===== src/rtl/replica_exchange_judge.sv =====
// Per-replica Metropolis exchange judge: sequential shift-add multiply of dBeta*dE, then threshold test.
// Optional REPLICA_EXCHANGE_STAT_EN adds a saturating accept counter output (accept_count).
package replica_pkg;
    typedef enum logic [1:0] {
        OPT_OR0  = 2'd0,
        OPT_OR1  = 2'd1,
        OPT_THR  = 2'd2,
        OPT_HOLD = 2'd3
    } opt_command_t;
endpackage

module replica_exchange_judge
    import replica_pkg::*;
#(
    parameter int id          = 0,
    parameter int replica_num = 32,
    parameter int energy_w    = 24,
    parameter int beta_w      = 16,
    parameter int frac_shift  = 16
) (
    input  logic                clk,
    input  logic                reset,
    input  logic                start,
    input  opt_command_t        opt_command,
    input  logic [energy_w-1:0] energy_self,
    input  logic [energy_w-1:0] energy_folw,
    input  logic [beta_w-1:0]   beta_self,
    input  logic [beta_w-1:0]   beta_folw,
    input  logic [31:0]         r_exchange,
    output logic                busy,
    output logic                done,
`ifdef REPLICA_EXCHANGE_STAT_EN
    output logic [31:0]         accept_count,
`endif
    output logic                exchange_flag
);
    localparam int PW = energy_w + beta_w + 1;
    localparam int SW = ((PW > 33) ? PW : 33) + 1;
    localparam int CW = $clog2(beta_w + 1);
    localparam logic ID_ODD   = ((id % 2) == 1);
    localparam logic IN_RANGE = (id < replica_num - 1);

    typedef enum logic [2:0] {S_IDLE, S_SKIP, S_MUL, S_SIGN, S_JUDGE} state_t;

    state_t                 state_q;
    logic [CW-1:0]          cnt_q;
    logic [beta_w-1:0]      mplier_q;
    logic signed [PW-1:0]   mcand_q;
    logic signed [PW-1:0]   acc_q;
    logic                   neg_q;
    logic [31:0]            r_q;
    logic                   busy_q, done_q, flag_q;

    logic                   active;
    logic signed [energy_w:0] de;
    logic [beta_w-1:0]      db;
    logic signed [PW-1:0]   p;
    logic signed [SW-1:0]   sum;
    logic                   accept;

    always_comb begin
        active = 1'b0;
        case (opt_command)
            OPT_OR1: active = ID_ODD && IN_RANGE;
            OPT_THR: active = 1'b0;
            default: active = !ID_ODD && IN_RANGE;
        endcase
    end

    // Multiplier carries |dBeta|; its sign is folded back in after the last partial product.
    assign de = $signed({1'b0, energy_self}) - $signed({1'b0, energy_folw});
    assign db = (beta_self >= beta_folw) ? (beta_self - beta_folw) : (beta_folw - beta_self);

    assign p      = acc_q >>> frac_shift;
    assign sum    = {{(SW-PW){p[PW-1]}}, p} + {{(SW-32){1'b0}}, r_q};
    assign accept = (sum >= 0);

    always_ff @(posedge clk or negedge reset) begin
        if (!reset) begin
            state_q  <= S_IDLE;
            cnt_q    <= '0;
            mplier_q <= '0;
            mcand_q  <= '0;
            acc_q    <= '0;
            neg_q    <= 1'b0;
            r_q      <= '0;
            busy_q   <= 1'b0;
            done_q   <= 1'b0;
            flag_q   <= 1'b0;
        end else begin
            done_q <= 1'b0;
            case (state_q)
                S_IDLE: begin
                    if (start) begin
                        if (active) begin
                            state_q  <= S_MUL;
                            busy_q   <= 1'b1;
                            cnt_q    <= '0;
                            mplier_q <= db;
                            mcand_q  <= {{(PW-energy_w-1){de[energy_w]}}, de};
                            acc_q    <= '0;
                            neg_q    <= (beta_self < beta_folw);
                            r_q      <= r_exchange;
                        end else begin
                            state_q <= S_SKIP;
                        end
                    end
                end
                S_SKIP: begin
                    state_q <= S_IDLE;
                    done_q  <= 1'b1;
                    flag_q  <= 1'b0;
                end
                S_MUL: begin
                    if (mplier_q[0])
                        acc_q <= acc_q + mcand_q;
                    mcand_q  <= mcand_q <<< 1;
                    mplier_q <= mplier_q >> 1;
                    cnt_q    <= cnt_q + 1'b1;
                    if (cnt_q == CW'(beta_w - 1))
                        state_q <= S_SIGN;
                end
                S_SIGN: begin
                    if (neg_q)
                        acc_q <= -acc_q;
                    state_q <= S_JUDGE;
                end
                S_JUDGE: begin
                    state_q <= S_IDLE;
                    busy_q  <= 1'b0;
                    done_q  <= 1'b1;
                    flag_q  <= accept;
                end
                default: state_q <= S_IDLE;
            endcase
        end
    end

    assign busy          = busy_q;
    assign done          = done_q;
    assign exchange_flag = flag_q;

`ifdef REPLICA_EXCHANGE_STAT_EN
    logic [31:0] acc_cnt_q;

    always_ff @(posedge clk or negedge reset) begin
        if (!reset)
            acc_cnt_q <= '0;
        else if (state_q == S_JUDGE && accept && acc_cnt_q != 32'hFFFF_FFFF)
            acc_cnt_q <= acc_cnt_q + 32'd1;
    end

    assign accept_count = acc_cnt_q;
`endif
endmodule

===== config.mk =====
export PLATFORM = sky130hd
export DESIGN_NAME = replica_exchange_judge
export DESIGN_NICKNAME = d
export VERILOG_FILES = /design/src/rtl/replica_exchange_judge.sv
export SDC_FILE = /design/constraint.sdc
export NUM_CORES = 1
export LEC_CHECK = 0
export ABC_CLOCK_PERIOD_IN_PS = 7600
export CORE_ASPECT_RATIO = 2
export CORE_UTILIZATION = 40
export CTS_BUF_LIST = sky130_fd_sc_hd__clkbuf_4
export DETAILED_ROUTE_END_ITERATION = 8
export SETUP_SLACK_MARGIN = 0.5
export SLEW_MARGIN = 20
export SYNTH_ARGS = -nofsm -noshare
export SYNTH_HDL_FRONTEND = slang
export SYNTH_SLANG_ARGS = --single-unit
export TNS_END_PERCENT = 10

===== constraint.sdc =====
create_clock -name clk -period 7.6 [get_ports clk]
set_input_delay 1.14 -clock clk [delete_from_list [all_inputs] [get_ports clk]]
set_output_delay 1.14 -clock clk [all_outputs]
set_load 0.01 [all_outputs]

Word level (Yosys, flattened, before mapping)
Cells that the tools add are included.
- register bits: 142
- bits of input ports: 117
- output and inout bits: 3
- logic and storage cells: 69
- $add $sub $neg: 7
- $lt $le $gt $ge: 3
- equality and inequality tests: 12
- muxes and demuxes: 24
- bitwise gates (word level): 1
- reductions and logical operators: 12
- operators with widths (cell ; count):
    $mux W41 ; 6
    $pmux W41 S3 ; 1
    $pmux W41 S2 ; 1
    $mux W16 ; 3
    $add A41 B41 Y41 ; 1
    $neg A41 Y41 ; 1
    $add A25 B33 Y34 ; 1
    $ge A34 B1 Y1 const B ; 1
    $pmux W16 S2 ; 1
    $sub A16 B16 Y16 ; 2
    $sub A24 B24 Y25 ; 1
    $ge A16 B16 Y1 ; 1
    $lt A16 B16 Y1 ; 1
    $mux W5 ; 2
    $ne A2 B2 Y1 const B ; 5
    $pmux W5 S2 ; 1
    $pmux W3 S3 ; 1
    $reduce_and A3 Y1 ; 3
    $eq A3 B2 Y1 const B ; 2
    $mux W3 ; 2
    $reduce_bool A2 Y1 ; 3
    $add A5 B1 Y5 const B ; 1
    $eq A5 B4 Y1 const B ; 1
    $reduce_and A5 Y1 ; 1
    other kinds (12) ; 16

Logic depth before layout (Yosys ltp)
- word-level depth: 5
- depth in mapped cells: 12
- depth with buffers taken out: 11

Least setup slack after synthesis
OpenSTA, ideal clock, no wires.
- path kind: in2reg
- start point: in energy_self[0]
- end point: reg mcand_q[31]
- setup time: 134 ps
- data arrival time: 3509 ps
- required time: 7466 ps
- slack: 3957 ps
- stages on the path: 12
- buffers on the path: 1
- cells stage by stage: inv_1 > ha_1 > fa_1 > nor2b_1 > o21ai_0 > a21boi_0 > o21ai_0 > o211ai_1 > o211a_1 > a2111o_1 > clkbuf_1 > nand2_1
- cells in the longest elaborated chain, start to end: 4
- RTL lines (what ; line ; source):
    start, declared ; 25 ; input logic [energy_w-1:0] energy_self,
    $sub A24 B24 Y25 ; 71 ; assign de = $signed({1'b0, energy_self}) - $signed({1'b0, energy_folw});
    $mux W41 ; 95 ; if (active) begin
    $mux W41 ; 94 ; if (start) begin
    $pmux W41 S2 ; 92 ; case (state_q)
    end signal, assigned ; 100 ; mcand_q <= {{(PW-energy_w-1){de[energy_w]}}, de};
    end signal, assigned ; 117 ; mcand_q <= mcand_q <<< 1;
    end, declared ; 48 ; logic signed [PW-1:0] mcand_q;
No other way between the ends. The select of a mux whose other input is x is not followed.
A chain may end at the register's enable or synchronous reset.

Worst setup path after layout
- start point: in beta_self[2]
- end point: reg mplier_q[5]
- cells in the longest elaborated chain, start to end: 5
- elaborated cells between the ends (all ways): 7
- those cells by class: add/sub (2); order compare (1); mux (4)
- RTL lines (what ; line ; source):
    start, declared ; 27 ; input logic [beta_w-1:0] beta_self,
    $sub A16 B16 Y16 or $ge A16 B16 Y1 (tied branches) ; 72 ; assign db = (beta_self >= beta_folw) ? (beta_self - beta_folw) : (beta_folw - beta_self);
    $mux W16 (*) ; 72 ;
    $mux W16 (*) ; 95 ;
    $mux W16 (*) ; 94 ;
    $pmux W16 S2 (*) ; 92 ;
    end signal, assigned ; 118 ; mplier_q <= mplier_q >> 1;
    end, declared ; 47 ; logic [beta_w-1:0] mplier_q;
Every way passes the cells marked *; elsewhere a longest branch is shown, timed or not. The select of a mux whose other input is x is not followed.

==> impl_metrics.env <==
export IMPL_status="complete, no violations"
export IMPL_intPower_w=0.00238
export IMPL_critPathTopFamily="compound AO/OA/AOI/OAI gates"
export IMPL_timing_fmax_mhz=248
export IMPL_synthFlopType="dfrtp_1"
export IMPL_critPathSlowestCell="nand3_1"
export IMPL_start_kind="primary input"
export IMPL_worstPathMaxFanout=14
export IMPL_cp_end_kind="flop"
export IMPL_critPathBufInv=2
export IMPL_synth_seq_cells=142
export IMPL_required_ns=8.08
export IMPL_fp_dieH_um=250
export IMPL_vdd_drop_max_v=0.000151
export IMPL_grt_max_degree=82
export IMPL_whs_path_depth=2
export IMPL_dieArea_sq_um=31600
export IMPL_core_sq_um=30300
export IMPL_crit_chain="clkdlybuf4s50_1, inv_1, ha_1, and4_1, a221o_1, o21bai_1, nand3_1, mux2_2, a221oi_1, xnor2_1, o21ai_0"
export IMPL_power_frac_clock=0.106
export IMPL_setup_viol=0
export IMPL_hold_viol=0
export IMPL_cts_max_level=4
export IMPL_seq_power_share=0.315
export IMPL_tritoncts="done"
export IMPL_rows=90
export IMPL_post_cts_resized=0
export IMPL_synthArstFlopShare=1.00
export IMPL_p_switching_w=0.00238
export IMPL_pwr_share_comb=0.579
export IMPL_first_pass_iters=5
export IMPL_min_period_ns=4.03
export IMPL_yosys_area_top_type_share=0.288
export IMPL_grt_busiest_layer="met2"
export IMPL_fin_nets=1851
export IMPL_use_met3=0.0323
export IMPL_ant_nets=0
export IMPL_max_stage_delay_ns=0.53
export IMPL_wl_per_cell_um=19.9
export IMPL_use_met1=0.239
export IMPL_synth_edf_count=0
export IMPL_tns_ns=0
export IMPL_crit_cells=11
export IMPL_post_cts_buffers=0
export IMPL_powerDensity_nw_per_um2=339
export IMPL_finClkSkew_ns=0.0374
export IMPL_synth_nets=1786
export IMPL_clockBufferDepth=2
export IMPL_clkLatencyLatePin_ns=0.62
export IMPL_ys_seq_area_frac=0.288
export IMPL_grt_total_usage=0.257
export IMPL_die_w_um=126
export IMPL_rsz0062_at_grt="no"
export IMPL_yosys_area_top_type="dfrtp_1"
export IMPL_final_max_slew_viol_count=0
export IMPL_fill_cells=3044
export IMPL_root_buffer="clkbuf_4"
export IMPL_cts_buffers=17
export IMPL_synth_area_top_cells="dfrtp_1 (29%), ha_1 (13%), nand2_1 (6.0%)"
export IMPL_gp_congestion=0.922
export IMPL_post_route_period_util=0.530
export IMPL_fin_util=0.464
export IMPL_dp_hpwl_um=30800
export IMPL_drcViolationCount=0
export IMPL_synth_distinct_cells=74
export IMPL_antenna_found_initial=2
export IMPL_syn_avg_cell_area_sq_um=8.05
export IMPL_cts_hold_buf=0
export IMPL_grt_pass1_vias=12100
export IMPL_drive_above_1_share=0.0422
export IMPL_ys_warn_count=0
export IMPL_worst_setup_path_type="in2reg"
export IMPL_syn_area_sq_um=12300
export IMPL_io_pins=120
export IMPL_area_growth_pct=13.7
export IMPL_syn_inst=1534
export IMPL_grtUsageMet2=0.501
export IMPL_port_buffers=119
export IMPL_clock_sinks=142
export IMPL_hp_class="reg2reg"
export IMPL_via_per_inst=5.94
export IMPL_worst_pin_slew_ns=1.26
export IMPL_cap_violations=0
export IMPL_num_vias=11800
export IMPL_crit_arrival_ns=4.51
export IMPL_cts_clk_slew_worst_paths_ns=0.12
export IMPL_dr_first_iter_drc_count=730
export IMPL_reg2regPathDepth=8
export IMPL_p_sw_frac=0.501
export IMPL_grt_overflow=0
export IMPL_grt_pass1_wl_um=63000
export IMPL_start_util=0.408
export IMPL_slew_headroom=0.148
export IMPL_wl_um=39500
export IMPL_power_leakage_nw=6.45
-- per-layer routing --
layer | part of all wire | routed length (um)
met5 | 0 | 0
met4 | 0.074 | 2930
met3 | 0.022 | 855
met2 | 0.56 | 22200
met1 | 0.34 | 13500
-- flip-flops by register name, indices dropped and copies added, names as in the netlist --
signal / flops
acc_q: 41
busy: 1
cnt_q: 5
done: 1
exchange_flag: 1
mcand_q: 41
mplier_q: 16
neg_q: 1
r_q: 32
state_q: 3
-- logic make-up (layout without fill, tap and decap cells) --
family / after synthesis / after routing / synth area share
simple gates: 490 / 490 / 0.186
fa+ha+maj: 135 / 135 / 0.139
flops: 142 / 142 / 0.288
other cells: 0 / 2 / 0
buf+inv: 174 / 252 / 0.0532
compound gates: 509 / 509 / 0.271
mux: 21 / 21 / 0.0182
xor+xnor: 63 / 63 / 0.0447
-- area by class of cell --
type	instances	area, sq um	share of cell area
inverter	94	353	0.0251
multi-input combinational	1218	8160	0.581
antenna	2	5.00	0.000356
tap	368	460	0.0328
sequential	142	3550	0.253
clock inverter	12	120	0.00855
timing repair buffer	126	1240	0.0886
clock buffer	20	150	0.0107
-- path summary, 6_finish.rpt --
path	startpoint	endpoint	slack, ns
max	beta_self[2]	mplier_q[5]$_DFFE_PN0P_	3.57
min	r_q[11]$_DFFE_PN0P_	r_q[11]$_DFFE_PN0P_	0.49
max reg2reg	acc_q[20]$_DFFE_PN0P_	acc_q[35]$_DFFE_PN0P_	4.07
min reg2reg	r_q[11]$_DFFE_PN0P_	r_q[11]$_DFFE_PN0P_	0.49
max in group asynchronous	reset	acc_q[15]$_DFFE_PN0P_	5.65
min in group asynchronous	reset	mcand_q[24]$_DFFE_PN0P_	0.56
-- synth_stat cells, types with 5 or more instances --
cell type / n
a211oi_1: 22
a21o_1: 40
a21oi_1: 104
a221o_1: 7
a221oi_1: 24
a22o_1: 5
a22oi_1: 42
a31oi_1: 13
and2_1: 8
and3_1: 11
and4_1: 5
clkbuf_1: 74
dfrtp_1: 142
ha_1: 131
inv_1: 94
mux2_2: 8
mux2i_1: 12
nand2_1: 196
nand2b_1: 6
nand3_1: 30
nand3b_1: 5
nand4_1: 23
nor2_1: 98
nor2b_1: 12
nor3_1: 52
nor4_1: 7
o2111ai_1: 6
o211ai_1: 14
o21a_1: 19
o21ai_0: 131
o21bai_1: 21
o221ai_1: 6
o22ai_1: 7
o31ai_1: 11
or2_2: 7
or3_1: 11
or4_1: 5
xnor2_1: 36
xor2_1: 27
-- worst reg2reg max path: stages (launching register included) --
cell     delay (ns)
dfrtp_1        0.58
or2_2          0.41
nor4_4         0.29
nand4_1        0.20
or4_1          0.60
or3_1          0.42
mux2_4         0.31
a22oi_2        0.23
or3b_1         0.38
-- cells in the final DEF (no fill, tap or decap), types with 8 or more instances in the layout --
cell / n
mux2_2: 8
o211ai_1: 14
mux2i_1: 12
o21ai_0: 131
a211oi_1: 22
o31ai_1: 11
dfrtp_1: 142
xnor2_1: 36
nor3_1: 50
clkbuf_4: 20
a221oi_1: 24
o21bai_1: 21
ha_1: 131
xor2_1: 27
nand3_1: 30
a21oi_1: 104
o21a_1: 19
nand4_1: 23
a21o_1: 40
a31oi_1: 13
or3_1: 10
and3_1: 11
inv_1: 94
clkdlybuf4s50_1: 118
a22oi_1: 42
nor2b_1: 12
nand2_1: 196
nor2_1: 97
-- power groups by stage --
stage | Clock (W) | Combinational (W) | Sequential (W)
floorplan | 0 | 0.00205 | 0.00131
global placement | 0 | 0.00271 | 0.00151
detailed placement | 0 | 0.00275 | 0.00151
CTS | 0.000519 | 0.00277 | 0.00150
global route | 0.000551 | 0.00310 | 0.00154
finish | 0.000504 | 0.00276 | 0.00150
-- through the flow --
stage	setup WS [ns]	total power [W]	hold slack (ns)	cell area (sq um)	instances
floorplan	3.96	0.00336	0.444	12300	1534
global placement	2.94	0.00422	0.456	13800	1948
detailed placement	2.85	0.00426	0.467	13800	1948
CTS	3.54	0.00479	0.497	14000	1980
global route	3.24	0.00519	0.518	14000	1982
finish	3.57	0.00476	0.494	14000	1982
Note: power is estimated with default switching activity, not from simulation.
